`src/rtl/npc_pkg.sv`:
```
// npc_pkg: types and constants shared by the writeback stage.
//   XLEN        - datapath width of the integer pipeline.
//   load_op_e   - funct3 encoding of load instructions (7 is unused).
//   wb_state_e  - writeback stage control states.
package npc_pkg;

    localparam int unsigned XLEN = 64;

    typedef enum logic [2:0] {
        LB  = 3'd0,
        LH  = 3'd1,
        LW  = 3'd2,
        LD  = 3'd3,
        LBU = 3'd4,
        LHU = 3'd5,
        LWU = 3'd6
    } load_op_e;

    typedef enum logic {
        IDLE      = 1'b0,
        WAIT_LOAD = 1'b1
    } wb_state_e;

endpackage

```
`src/rtl/wb_unit_load_ext.sv`:
```
// load_ext: selects the addressed byte/halfword/word out of an aligned
// doubleword and sign- or zero-extends it to XLEN.
//   rdata    in  XLEN  aligned doubleword from data memory
//   addr_lo  in  3     load address bits [2:0]
//   load_op  in  3     funct3 load encoding
//   result   out XLEN  extended load value (0 for the unused encoding 7)
module load_ext #(
    parameter int unsigned XLEN = 64
) (
    input  logic [XLEN-1:0] rdata,
    input  logic [2:0]      addr_lo,
    input  logic [2:0]      load_op,
    output logic [XLEN-1:0] result
);
    import npc_pkg::*;

    logic [7:0]  byte_v;
    logic [15:0] half_v;
    logic [31:0] word_v;
    logic [5:0]  byte_sel;
    logic [5:0]  half_sel;
    logic [5:0]  word_sel;

    // Address bits below the access size are dropped; misalignment is
    // handled before the instruction reaches this stage.
    assign byte_sel = {addr_lo, 3'b000};
    assign half_sel = {addr_lo[2:1], 4'b0000};
    assign word_sel = {addr_lo[2], 5'b00000};

    assign byte_v = rdata[byte_sel +: 8];
    assign half_v = rdata[half_sel +: 16];
    assign word_v = rdata[word_sel +: 32];

    always_comb begin
        result = '0;
        case (load_op_e'(load_op))
            LB:      result = {{(XLEN-8){byte_v[7]}}, byte_v};
            LH:      result = {{(XLEN-16){half_v[15]}}, half_v};
            LW:      result = {{(XLEN-32){word_v[31]}}, word_v};
            LD:      result = rdata;
            LBU:     result = {{(XLEN-8){1'b0}}, byte_v};
            LHU:     result = {{(XLEN-16){1'b0}}, half_v};
            LWU:     result = {{(XLEN-32){1'b0}}, word_v};
            default: result = '0;
        endcase
    end

endmodule

```
`src/rtl/wb_unit.sv`:
```
// wb_unit: writeback stage in front of the integer register file write port.
// Accepts one retiring instruction at a time, waits for load data when needed,
// and produces a registered single-cycle RF write plus commit/forward copies.
//   clock, reset            clock (rising edge), async active-low reset
//   ex_valid/ex_ready       retiring-instruction handshake
//   ex_pc, ex_rd, ex_wen    instruction PC, destination, write intent
//   ex_is_load, ex_load_op, ex_addr_lo   load descriptor
//   ex_result               ALU/CSR result for non-loads
//   mem_rvalid, mem_rdata   load data response (aligned doubleword)
//   waddr/wen/wdata         RF write port
//   fwd_valid/fwd_rd/fwd_data   bypass copy of the RF write
//   commit_valid, commit_pc one-cycle commit pulse and its PC
//   load_pending, pending_rd    outstanding-load hazard info
//   wb_err                  sticky load-timeout error
module wb_unit #(
    parameter int unsigned XLEN         = npc_pkg::XLEN,
    parameter int unsigned LOAD_TIMEOUT = 255
) (
    input  logic            clock,
    input  logic            reset,
    input  logic            ex_valid,
    output logic            ex_ready,
    input  logic [XLEN-1:0] ex_pc,
    input  logic [4:0]      ex_rd,
    input  logic            ex_wen,
    input  logic            ex_is_load,
    input  logic [2:0]      ex_load_op,
    input  logic [2:0]      ex_addr_lo,
    input  logic [XLEN-1:0] ex_result,
    input  logic            mem_rvalid,
    input  logic [XLEN-1:0] mem_rdata,
    output logic [4:0]      waddr,
    output logic            wen,
    output logic [XLEN-1:0] wdata,
    output logic            fwd_valid,
    output logic [4:0]      fwd_rd,
    output logic [XLEN-1:0] fwd_data,
    output logic            commit_valid,
    output logic [XLEN-1:0] commit_pc,
    output logic            load_pending,
    output logic [4:0]      pending_rd,
    output logic            wb_err
);
    import npc_pkg::*;

    localparam int unsigned     CW       = $clog2(LOAD_TIMEOUT + 1);
    // Last counter value before giving up: WAIT_LOAD lasts at most
    // LOAD_TIMEOUT cycles.
    localparam logic [CW-1:0]   CNT_LAST = CW'(LOAD_TIMEOUT - 1);

    wb_state_e       state_q, state_d;
    logic [CW-1:0]   cnt_q, cnt_d;

    // Latched load descriptor
    logic [XLEN-1:0] pc_q, pc_d;
    logic [4:0]      rd_q, rd_d;
    logic            lwen_q, lwen_d;
    logic [2:0]      op_q, op_d;
    logic [2:0]      addr_q, addr_d;

    // Registered outputs
    logic [4:0]      waddr_q, waddr_d;
    logic            wen_q, wen_d;
    logic [XLEN-1:0] wdata_q, wdata_d;
    logic            commit_valid_q, commit_valid_d;
    logic [XLEN-1:0] commit_pc_q, commit_pc_d;
    logic            load_pending_q, load_pending_d;
    logic [4:0]      pending_rd_q, pending_rd_d;
    logic            wb_err_q, wb_err_d;

    logic [XLEN-1:0] load_data;

    load_ext #(.XLEN(XLEN)) u_load_ext (
        .rdata   (mem_rdata),
        .addr_lo (addr_q),
        .load_op (op_q),
        .result  (load_data)
    );

    // Held low while reset is asserted even though the state reads IDLE.
    assign ex_ready = reset & (state_q == IDLE);

    always_comb begin
        state_d        = state_q;
        cnt_d          = cnt_q;
        pc_d           = pc_q;
        rd_d           = rd_q;
        lwen_d         = lwen_q;
        op_d           = op_q;
        addr_d         = addr_q;
        waddr_d        = waddr_q;
        wen_d          = 1'b0;
        wdata_d        = wdata_q;
        commit_valid_d = 1'b0;
        commit_pc_d    = commit_pc_q;
        wb_err_d       = wb_err_q;

        unique case (state_q)
            IDLE: begin
                if (ex_valid) begin
                    if (ex_is_load) begin
                        pc_d    = ex_pc;
                        rd_d    = ex_rd;
                        lwen_d  = ex_wen;
                        op_d    = ex_load_op;
                        addr_d  = ex_addr_lo;
                        cnt_d   = '0;
                        state_d = WAIT_LOAD;
                    end else begin
                        commit_valid_d = 1'b1;
                        commit_pc_d    = ex_pc;
                        waddr_d        = ex_rd;
                        wen_d          = ex_wen & (ex_rd != 5'd0);
                        wdata_d        = ex_result;
                    end
                end
            end
            WAIT_LOAD: begin
                // Data arriving on the timeout cycle still completes normally.
                if (mem_rvalid || (cnt_q == CNT_LAST)) begin
                    commit_valid_d = 1'b1;
                    commit_pc_d    = pc_q;
                    waddr_d        = rd_q;
                    wen_d          = lwen_q & (rd_q != 5'd0);
                    wdata_d        = mem_rvalid ? load_data : '0;
                    wb_err_d       = wb_err_q | ~mem_rvalid;
                    state_d        = IDLE;
                end else begin
                    cnt_d = cnt_q + 1'b1;
                end
            end
            default: state_d = IDLE;
        endcase

        load_pending_d = (state_d == WAIT_LOAD);
        pending_rd_d   = load_pending_d ? rd_d : 5'd0;
    end

    always_ff @(posedge clock or negedge reset) begin
        if (!reset) begin
            state_q        <= IDLE;
            cnt_q          <= '0;
            pc_q           <= '0;
            rd_q           <= '0;
            lwen_q         <= 1'b0;
            op_q           <= '0;
            addr_q         <= '0;
            waddr_q        <= '0;
            wen_q          <= 1'b0;
            wdata_q        <= '0;
            commit_valid_q <= 1'b0;
            commit_pc_q    <= '0;
            load_pending_q <= 1'b0;
            pending_rd_q   <= '0;
            wb_err_q       <= 1'b0;
        end else begin
            state_q        <= state_d;
            cnt_q          <= cnt_d;
            pc_q           <= pc_d;
            rd_q           <= rd_d;
            lwen_q         <= lwen_d;
            op_q           <= op_d;
            addr_q         <= addr_d;
            waddr_q        <= waddr_d;
            wen_q          <= wen_d;
            wdata_q        <= wdata_d;
            commit_valid_q <= commit_valid_d;
            commit_pc_q    <= commit_pc_d;
            load_pending_q <= load_pending_d;
            pending_rd_q   <= pending_rd_d;
            wb_err_q       <= wb_err_d;
        end
    end

    assign waddr        = waddr_q;
    assign wen          = wen_q;
    assign wdata        = wdata_q;
    assign fwd_valid    = wen_q;
    assign fwd_rd       = waddr_q;
    assign fwd_data     = wdata_q;
    assign commit_valid = commit_valid_q;
    assign commit_pc    = commit_pc_q;
    assign load_pending = load_pending_q;
    assign pending_rd   = pending_rd_q;
    assign wb_err       = wb_err_q;

endmodule

```
`config.mk`:
```
export PLATFORM = sky130hd
export DESIGN_NAME = wb_unit
export DESIGN_NICKNAME = d
export VERILOG_FILES = /design/src/rtl/npc_pkg.sv /design/src/rtl/wb_unit_load_ext.sv /design/src/rtl/wb_unit.sv
export SDC_FILE = /design/constraint.sdc
export NUM_CORES = 1
export LEC_CHECK = 0
export ABC_AREA = 0
export CAP_MARGIN = 5
export CORE_AREA = 2 2 163 165
export DETAILED_ROUTE_END_ITERATION = 16
export DIE_AREA = 0 0 165 167
export PLACE_DENSITY_LB_ADDON = 0.08
export SLEW_MARGIN = 20
export SYNTH_ARGS = -nofsm -noshare
export SYNTH_HDL_FRONTEND = slang
export SYNTH_HIERARCHICAL = 1
export SYNTH_SLANG_ARGS = --single-unit
```
`constraint.sdc`:
```
create_clock -name clock -period 2.64 [get_ports clock]
set_input_delay 0.528 -clock clock [delete_from_list [all_inputs] [get_ports clock]]
set_output_delay 0.528 -clock clock [all_outputs]
set_load 0.03 [all_outputs]
```
# After elaboration in Yosys (flattened, before gate mapping)
# Index checks and enable logic that the tools add are counted.
# W data, S select, Z words.
[totals]
ff_bits = 226
in_bits = 209
output_inout_bits = 213
elab_cells = 78
[op_classes]
addsub = 1
eq_ne = 12
shifts = 3
muxes = 34
n_bitwise = 6
reduce_logical = 8
[op_table]
columns = ["op", "n"]
rows = [
  ["$mux W64", 7],
  ["$pmux W64 S7", 1],
  ["$pmux W64 S2", 2],
  ["$shiftx A64 B7 Y16", 1],
  ["$shiftx A64 B7 Y32", 1],
  ["$shiftx A64 B7 Y8", 1],
  ["$mux W5", 7],
  ["$mux W8", 3],
  ["$pmux W8 S2", 1],
  ["$pmux W5 S2", 1],
  ["$reduce_bool A5 Y1", 2],
  ["$eq A3 B3 Y1 const B", 3],
  ["$mux W1", 9],
  ["$reduce_and A3 Y1", 3],
  ["$add A8 B1 Y8 const B", 1],
  ["$eq A8 B8 Y1 const B", 1],
  ["$ne A2 B2 Y1 const B", 4],
  ["$eq A3 B2 Y1 const B", 2],
  ["$pmux W1 S2", 3],
  ["$and A1 B1 Y1", 3],
  ["$eq A3 B1 Y1 const B", 1],
  ["$logic_not A3 Y1", 1],
  ["$ne A2 B1 Y1 const B", 1],
  ["$not A1 Y1", 2],
  ["other kinds (3)", 3],
]

# Longest topological paths before layout
[logic_depth]
depth_word = 5
ltp_mapped = 9
mapped_depth_nobuf = 7

# Modules after synthesis
# Netlist, hierarchy kept.
[modules_own_cells]
columns = ["mod", "instances", "cells_per_inst", "area_each_um2"]
rows = [
  ["wb_unit", 1, 896, 9729.3],
  ["load_ext", 1, 242, 1654.1],
]

# Worst setup path after synthesis
# No wires, ideal clock.
[synth_timing]
path_type = "input to register"
from = "input port mem_rdata[31]"
to = "register wdata_q[17], in the netlist fwd_data[17]"
setup_ns = 0.126
t_arrival_ns = 1.955
required_ns = 2.514
setup_slack_ns = 0.559
path_stages = 7
path_buffers = 1
path_cell_list = "mux4_2 o21a_2 a31o_4 buf_6 a221o_1 nand2_1 a21oi_1"
[synth_via]
elab_chain_cells = 5
word_cells_on_any_way = 6
classes_between = "2 x shift; 4 x mux"
[synth_rtl]
columns = ["item", "line", "text"]
rows = [
  ["from (decl)", "wb_unit.sv:31", "input logic [XLEN-1:0] mem_rdata,"],
  ["$shiftx A64 B7 Y16 or $shiftx A64 B7 Y8 (tied branches)", "wb_unit_load_ext.sv:31, wb_unit_load_ext.sv:30", ""],
  ["$pmux W64 S7 (*)", "wb_unit_load_ext.sv:36", "case (load_op_e'(load_op))"],
  ["via load_data[17]", "wb_unit.sv:71", "logic [XLEN-1:0] load_data;"],
  ["$mux W64 (*)", "wb_unit.sv:125", "wdata_d = mem_rvalid ? load_data : '0;"],
  ["$mux W64 (*)", "wb_unit.sv:120", "if (mem_rvalid || (cnt_q == CNT_LAST)) begin"],
  ["$pmux W64 S2 (*)", "wb_unit.sv:98", "unique case (state_q)"],
  ["to (signal assigned)", "wb_unit.sv:166", "wdata_q <= wdata_d;"],
  ["to (decl)", "wb_unit.sv:64", "logic [XLEN-1:0] wdata_q, wdata_d;"],
]
# Mark *: on every way through the listed nets, which the timed path passes. The rest lies on a longest branch. The select of a mux whose other input is x is not followed.
# A chain may end at the register's enable or synchronous reset.

# Final worst setup path
[layout_timing]
from = "register load_pending_q, in the netlist load_pending"
to = "output port load_pending"
[layout_rtl]
columns = ["item", "line", "text"]
rows = [
  ["from (decl)", "wb_unit.sv:67", "logic load_pending_q, load_pending_d;"],
  ["from (signal assigned)", "wb_unit.sv:169", "load_pending_q <= load_pending_d;"],
  ["to (decl)", "wb_unit.sv:40", "output logic load_pending,"],
]
# No word-level cell between the ends.

==> results.py <==
metrics = {
    "worst_setup_path": {
        "endpoint_kind": "output pin",
        "startpoint_type": "flip-flop",
        "crit_chain": "clkdlybuf4s50_1",
        "reg2reg_to": "fwd_data[18]",
        "worstReg2RegStart": "addr_q[1]",
        "crit_buf_inv": 1,
        "cp_top_family": "buffers and inverters",
        "startpoint": "load_pending",
        "cpMaxStageDelayCell": "clkdlybuf4s50_1",
        "critPathMaxFanout": 9,
        "cp.required_ps": 2110,
        "reg2reg_slack_ps": 380,
        "rr_worst_depth": 6,
        "cpPeakStageDelay_ps": 740,
        "path_class": "flip-flop to output pin",
        "cp.arrival_ps": 1790,
    },
    "global_route": {
        "grt_max_degree": 183,
        "grt-ovfl-total": 0,
        "grt_pass1_wl_mm": 61.5,
        "antenna_found_initial": 5,
        "grt_pass1_vias": 10400,
        "grt_usage_pct": 28.7,
    },
    "synth": {
        "syn_inst": 1138,
        "yosysTopAreaCellShare_pct": 49.7,
        "yosysUniqueCellTypes": 49,
        "syn_area_per_cell_um2": 10.0,
        "syn_area_um2": 11400,
        "synth_most_common_cell": "dfrtp_1",
        "yosysWarnings": 6,
        "ys_ff_latch": 226,
        "synth_edf_count": 0,
        "synth_area_leader_cell": "dfrtp_1",
        "ys_seq_area_share_pct": 49.7,
        "synth_fp_nets": 1349,
        "synth_ff_type": "dfrtp_1",
        "synth-async-reset-ratio_pct": 100,
        "netlist_top_cells_area": "dfrtp_1 50%, mux2_2 8.3%, a21oi_1 8.1%, o22ai_1 7.4%, buf_4 4.6%",
        "yosys-top-cells-count": "226 x dfrtp_1, 184 x a21oi_1, 134 x o22ai_1",
    },
    "routing": {
        "vias": 10300,
        "first_pass_iters": 5,
        "wirelength_mm": 40.5,
        "post_drt_via_cell_ratio": 5.60,
        "drc": 0,
        "wl_per_cell_um": 22.1,
        "antenna_left": 0,
        "first_iter_violations": 866,
    },
    "run": {
        "drv_cap": 0,
    },
    "power_and_ir_drop": {
        "vdd_drop_max_mv": 0.591,
        "power_density_nw_per_um2": 920,
        "p_leak_nw": 6.81,
    },
    "floorplanning": {
        "die_area_um2": 27600,
        "ios": 422,
        "die_w_um": 165,
        "coreArea_um2": 25800,
        "die_h_um": 167,
        "rows": 59,
        "start_util_pct": 44.2,
    },
    "hold_path": {
        "hold_class": "input port to asynchronous set/reset pin",
    },
    "cts": {
        "root_buffer": "clkbuf_16",
        "hold_buffers": 0,
        "numCtsBuffers": 25,
        "clk_path_buf_depth": 3,
        "clkLatencyLatePin_ps": 530,
        "numClockSinks": 226,
        "htree_levels": 1,
        "postCtsSetupBuffers": 0,
        "ctsResizeCount": 0,
        "cts_tree": "done",
        "path_clk_slew_ps": 60,
    },
    "status": {
        "violations": "negative hold slack",
        "status": "finished with violations",
    },
    "place": {
        "dp_cells": 1784,
        "place_congestion": 0.907,
        "io_buffers": 421,
        "dp_hpwl_mm": 28.4,
    },
    "sta": {
        "post-route-period-util_pct": 87.7,
        "rsz0062_at_grt": "false",
        "whs_ps": -16.6,
        "fmax_ghz": 0.432,
        "hold_violations": 4,
        "worst-slew-pin-transition_ps": 716,
        "final_period_minus_worst_setup_slack_ps": 2310,
        "slew_headroom_pct": 52.3,
        "skew_ps": 15.0,
        "finalSetupViolCount": 0,
        "final_max_slew_viol_count": 0,
        "finalSetupTns_ps": 0,
    },
    "cells_and_area": {
        "drive_gt1_share_pct": 13.0,
        "final_cells": 1833,
        "area_growth_syn_to_layout_pct": 44.5,
        "final_nets": 1688,
    },
}
## per-stage QoR
step | power (mW) | setup WS (ps) | util [%] | instance area (µm²)
final | 15.1 | 326 | 63.8 | 16400
after CTS | 15.2 | 312 | 63.7 | 16400
after global routing | 15.9 | 254 | 63.8 | 16400
after floorplan | 8.90 | 559 | - | 11400
after detailed placement | 11.5 | 45.1 | 60.4 | 15600
after global placement | 11.4 | 55.8 | 60.4 | 15600
## registers in the layout, summed over array words and instances (netlist names), 3 cells and up
name,count
commit_pc,64
fwd_data,64
pc_q,64
cnt_q,8
fwd_rd,5
pending_rd,5
rd_q,5
addr_q,3
op_q,3
## cell type report
cell class	instances	area, µm²
Antenna cell	5	12.5
Clock buffer	33	696
Clock inverter	10	160
Fill cell	2210	9320
Inverter	76	285
Multi-Input combinational cell	678	4500
Sequential cell	226	5660
Tap cell	335	419
Timing Repair Buffer	470	4720
## report_power, final
part / leakage (nW) / internal [mW] / total [mW] / switching (mW)
sequential: 2.62 / 4.28 / 4.93 / 0.648
clock: 0.419 / 2.24 / 3.68 / 1.44
combinational: 3.78 / 2.82 / 6.52 / 3.70
## metal layers
| layer | up-vias | share of wire [%] | global-route usage [%] |
|---|---|---|---|
| met5 | - | 0 | 0 |
| met4 | 0 | 3.7 | 11.3 |
| met3 | 83 | 9.8 | 8.64 |
| met2 | 450 | 48 | 46.7 |
| met1 | 5048 | 38 | 35.8 |
| li1 | 4687 | - | - |
## placed cells by master (no fill, tap or decap), drive strengths merged, types with 10 or more instances in the layout
master and count:
mux2i 21, nor2 19, inv 77, a221o 15, o22ai 134, a21oi 185
clkdlybuf4s50 418, clkbuf 33, mux2 84, buf 52, mux4 10, o21ai 20
dfrtp 226, nand2 110
## worst max path at each step
stage	endpoint	slack [ps]	cells after the start
floorplan	fwd_data[17]	560	7
global placement	fwd_data[30]	60	7
detailed placement	fwd_data[20]	50	7
CTS	load_pending	310	1
global route	fwd_data[4]	250	9
finish	load_pending	330	1
## cells by family (layout without fill, tap and decap cells)
logic type	Yosys count	count (layout)	share of synthesized area (%)
XOR/XNOR	1	1	0.0770
AO/OA/AOI/OAI	390	390	20.4
multiplexers	115	115	12.1
other	0	5	0
AND/OR/NAND/NOR	170	170	6.44
buffers and inverters	234	589	11.1
flip-flops	226	226	49.7
adder cells (fa/ha/maj)	2	2	0.220
Note: power is estimated with default switching activity, not from simulation.
==> RTL edit 1 (same settings) <==
Take the reset off `pc_q` and load it in a clocked block of its own.
--- a/src/rtl/wb_unit.sv
+++ b/src/rtl/wb_unit.sv
@@ -140,7 +140,6 @@
         if (!reset) begin
             state_q        <= IDLE;
             cnt_q          <= '0;
-            pc_q           <= '0;
             rd_q           <= '0;
             lwen_q         <= 1'b0;
             op_q           <= '0;
@@ -156,7 +155,6 @@
         end else begin
             state_q        <= state_d;
             cnt_q          <= cnt_d;
-            pc_q           <= pc_d;
             rd_q           <= rd_d;
             lwen_q         <= lwen_d;
             op_q           <= op_d;
@@ -170,6 +168,10 @@
             pending_rd_q   <= pending_rd_d;
             wb_err_q       <= wb_err_d;
         end
+    end
+
+    always_ff @(posedge clock) begin
+        pc_q <= pc_d;
     end
 
     assign waddr        = waddr_q;
Check against the original RTL: no difference found for any inputs over 4 cycles, from zero or initial values and one cycle with reset low; that may be too few to reach the edited logic, so the function may still have changed.
==> RTL edit 1 against the unedited design <==
- synthesized area is 3.9% lower
- setup slack worse by 34 ps
- sequential cell count stayed put
- fmax is 1.4% lower
- final area is 3.4% lower
- synthesized cell count is 4.7% lower
- via count is 4.7% lower
- wire length is 4.8% lower
- cell count is 2.9% lower
- sequential share of layout area is 3.2 points higher
- critical path depth is 1 higher
- power is 7.1% lower
- utilization is 2.1 points lower
- critical endpoint is now ex_ready
- highest routed layer is now met5
==> RTL edit 1: results (changes against the unedited design) <==
run_status:
  run_status: "completed"
synthesis:
  synth-async-reset-ratio: 0.717  # -0.283
  seq_area_frac_synth: 0.547  # +0.0497
  post_synth_main_area_contributors: "dfrtp_1, edfxtp_1, a21oi_1"
  synth_fp_nets: 1296  # -3.9%
  number_of_flops_mapped_to_enable_cells_by_yosys: 64  # +64
  ys_top_cells_by_count: "a21oi_1, dfrtp_1, o22ai_1"
  synthCells: 1085  # -4.7%
  synthDistinctLibCells: 50  # +2.0%
cells_and_area:
  numSequentialCells: 226  # unchanged
  final.signal_inverter_count: 77  # +1.3%
  seq_share: 0.376  # +0.0321
  finish.net_count: 1630  # -3.4%
  clock_area_frac: 0.0510  # -0.00102
  syn_to_final_growth_pct: 45.4
  nClkBuffers: 28  # -15%
  num-nonclk-buffers: 459  # -2.3%
  multi_input_gates: 631  # -6.9%
  buffer_area_frac: 0.291  # +0.00346
  num-fill-cells: 2214  # +0.18%
  proportion_of_layout_cells_with_a_drive_suffix_above_1: 0.0738  # -0.0562
  num_antenna_cells: 7  # +2
  area_of_the_multi_input_gates_um2: 3760  # -16%
placed_design:
  routabilityCongestion: 0.915  # +0.80%
  placed_cell_area_um2: 15100  # -3.1%
  hpwl_um: 27300  # -3.9%
  buffer_ports.inserted: 421  # unchanged
  numPlacedInstances: 1728  # -3.1%
global_routing:
  vias_in_the_first_global_route: 9722  # -6.9%
  antenna_violations_before_repair: 9  # +4
  maximum_number_of_pins_on_one_net_before_global_route_repair: 163  # -11%
  grtUsageTotal: 0.272  # -0.0158
  wire_length_of_the_first_global_routing_pass_um: 57800  # -5.9%
clock_network:
  tritoncts.num_buffers: 24  # -4.0%
  clkSlewWorstSetupHoldPaths_ps: 60  # about the same
  clock_path_buffers: 3  # unchanged
  clkLatencyLatePin_ps: 520
  cts.repair_timing.setup_buffer_count: 0  # unchanged
sta:
  fin_skew_ps: 9.97  # -5.05 ps
  timing_worst_slew_pin_value_ps: 951  # +235 ps
pwr:
  static_leakage_uw: 0.00629  # -7.8%
  irDropWorstVdd_uv: 497  # -16%
  pg_comb_uw: 5830  # -11%
  power_report.internal_total_uw: 8760  # -6.2%
  clockPowerShare: 0.250  # +0.007
setup_path:
  critical_path.reg2reg.endpoint: "fwd_data[27]"
  timing.reg2reg.setup_slack_ps: 410  # +30 ps
  cp_data_arrival_time_ps: 1820  # +30 ps
  reg2regPathDepth: 7  # +1
  worst-path-max-fanout: 9  # unchanged
  worstSetupEndpoint: "ex_ready"
  worstSetupStartpoint: "load_pending"
  slowest_delay_ps: 680  # -60 ps
detailed_routing:
  drt-pass1-iter-count: 7  # +2
  drt_wl_total_um: 38500  # -4.8%
  drt_iter0_drc: 816  # -5.8%
  via_count: 9786  # -4.7%
  routed_via_density: 5.50  # -1.8%
floorplan:
  die_width_um: 165  # unchanged
flow_run:
  cap_viol_max_count: 0  # unchanged
[RTL edit 1: changes by cell type after synthesis, sizes merged]
cell,unedited run,this run
buf,122,113
mux2,84,9
nand2,110,133
clkbuf,36,38
o21ai,20,25
inv,76,77
edfxtp,0,64
dfrtp,226,162
[RTL edit 1: how the worst min path moves through the flow]
stage / endpoint / start / depth (start not counted) / slack (ps)
6_report: pending_rd[1] / reset / 2 / 140
5_1_grt: pending_rd[1] / reset / 2 / 230
4_1_cts: pending_rd[1] / reset / 2 / 220
3_5_place_dp: wb_err / wb_err / 1 / 470
3_3_place_gp: lwen_q / lwen_q / 2 / 460
2_1_floorplan: addr_q[0] / reset / 0 / 230
[RTL edit 1: cells by family (layout without fill, tap and decap cells)]
group                    count (synthesis)  count (layout)  synth area share
AO/OA/AOI/OAI                          395             395             0.215
other                                    0               7                 0
AND/OR/NAND/NOR                        193             193            0.0750
multiplexers                            40              40            0.0491
buffers and inverters                  228             580             0.112
XOR/XNOR                                 1               1          0.000801
flip-flops                             226             226             0.547
adder cells (fa/ha/maj)                  2               2           0.00229
[RTL edit 1: metrics by stage]
step | hold slack [ps] | worst slack [ps] | power [uW] | util
final | 137 | 292 | 14100 | 0.617
after detailed placement | 467 | 36.6 | 10600 | 0.585
after CTS | 225 | 273 | 14100 | 0.616
after global placement | 460 | 64.4 | 10600 | 0.585
after global routing | 232 | 181 | 14700 | 0.617
after floorplan | 232 | 187 | 8300 | -
[RTL edit 1: metal layers]
metal  up-vias  track usage  part of all wire
met5         -            0           0.00073
met4         4       0.0790             0.025
met3        57       0.0461             0.074
met2       434        0.442              0.49
met1      4785        0.373              0.41
li1       4506            -                 -
==> RTL edit 2 (same settings) <==
Without the edit above. Change the parameter `LOAD_TIMEOUT` from 255 to 510.
--- a/src/rtl/wb_unit.sv
+++ b/src/rtl/wb_unit.sv
@@ -14,7 +14,7 @@
 //   wb_err                  sticky load-timeout error
 module wb_unit #(
     parameter int unsigned XLEN         = npc_pkg::XLEN,
-    parameter int unsigned LOAD_TIMEOUT = 255
+    parameter int unsigned LOAD_TIMEOUT = 510
 ) (
     input  logic            clock,
     input  logic            reset,
Behaviour: same outputs for any inputs over 4 cycles, from zero or initial values and one cycle with reset low; that may be too few to reach the edited logic, so the function may still have changed.
==> RTL edit 2 against the unedited design <==
- synthesized area increased by 14%
- power increased by 7.8%
- final area increased by 9.6%
- cell count increased by 8.0%
- setup slack got worse by 180 ps
- wire length increased by 11%
- fmax decreased by 7.2%
- sequential cell count increased by 1
- global-route usage increased by 3.1 points
- largest power group unchanged
==> RTL edit 2: results (changes against the unedited design) <==
run_status:
  run_status: "completed"
pwr:
  p_comb_frac: 0.461  # +0.030
  power_report.internal_total_uw: 9960  # +6.6%
  power.sequential.fraction: 0.318  # -0.008
synthesis:
  post_synth_main_area_contributors: "dfrtp_1, mux2_2, nor2_1"
  synth-seq-cells: 227  # +0.44%
  proportion_of_synthesized_area_in_mux_cells: 0.110  # -0.0113
  xor_xnor_share_of_the_synthesized_area: 0.000676  # -0.0000931
  synthCells: 1286  # +13%
  ys_top_cells_by_count: "dfrtp_1, nor2_1, nand2_1"
  synth_compound_area_frac: 0.231  # +0.0275
  synth-adder-area-share: 0.00193  # -0.000266
  synth_fp_nets: 1497  # +11%
global_routing:
  vias_in_the_first_global_route: 11648  # +12%
  antenna_violations_before_repair: 6  # +1
  wire_length_of_the_first_global_routing_pass_um: 68200  # +11%
  grtUsageTotal: 0.318  # +0.0308
cells_and_area:
  proportion_of_layout_cells_with_a_drive_suffix_above_1: 0.202  # +0.0719
  final.signal_inverter_count: 69  # -9.2%
  finish.net_count: 1833  # +8.6%
  final_cell_count_no_fill: 1980  # +8.0%
  num-nonclk-buffers: 484  # +3.0%
  nClkBuffers: 36  # +9.1%
placed_design:
  routabilityCongestion: 0.945  # +4.1%
  hpwl_um: 31700  # +12%
setup_path:
  cp_data_arrival_time_ps: 1970  # +180 ps
detailed_routing:
  via_count: 11492  # +12%
-- RTL edit 2: repair_timing --
action / 4_1_cts / 5_1_grt
hold buffers: 1 / 0
setup buffers: 0 / 0
hold endpoints to repair: 30 / 0
-- RTL edit 2: per-layer routing --
| layer | track usage | vias up | routed length, um |
|---|---|---|---|
| met4 | 0.147 | 2 | 2200 |
| met1 | 0.384 | 5734 | 16900 |
| li1 | - | 5188 | - |
| met2 | 0.541 | 458 | 22400 |
| met5 | 0 | - | 11 |
| met3 | 0.0667 | 110 | 3300 |
-- RTL edit 2: how the worst max path moves through the flow --
stage	start	endpoint	slack, ps	depth (start not counted)
after CTS	load_pending	load_pending	140	1
after global routing	load_pending	load_pending	90	1
after floorplan	mem_rdata[31]	fwd_data[25]	550	7
after detailed placement	mem_rdata[63]	fwd_data[16]	-30	7
final	load_pending	load_pending	140	1
after global placement	mem_rdata[63]	fwd_data[20]	20	7
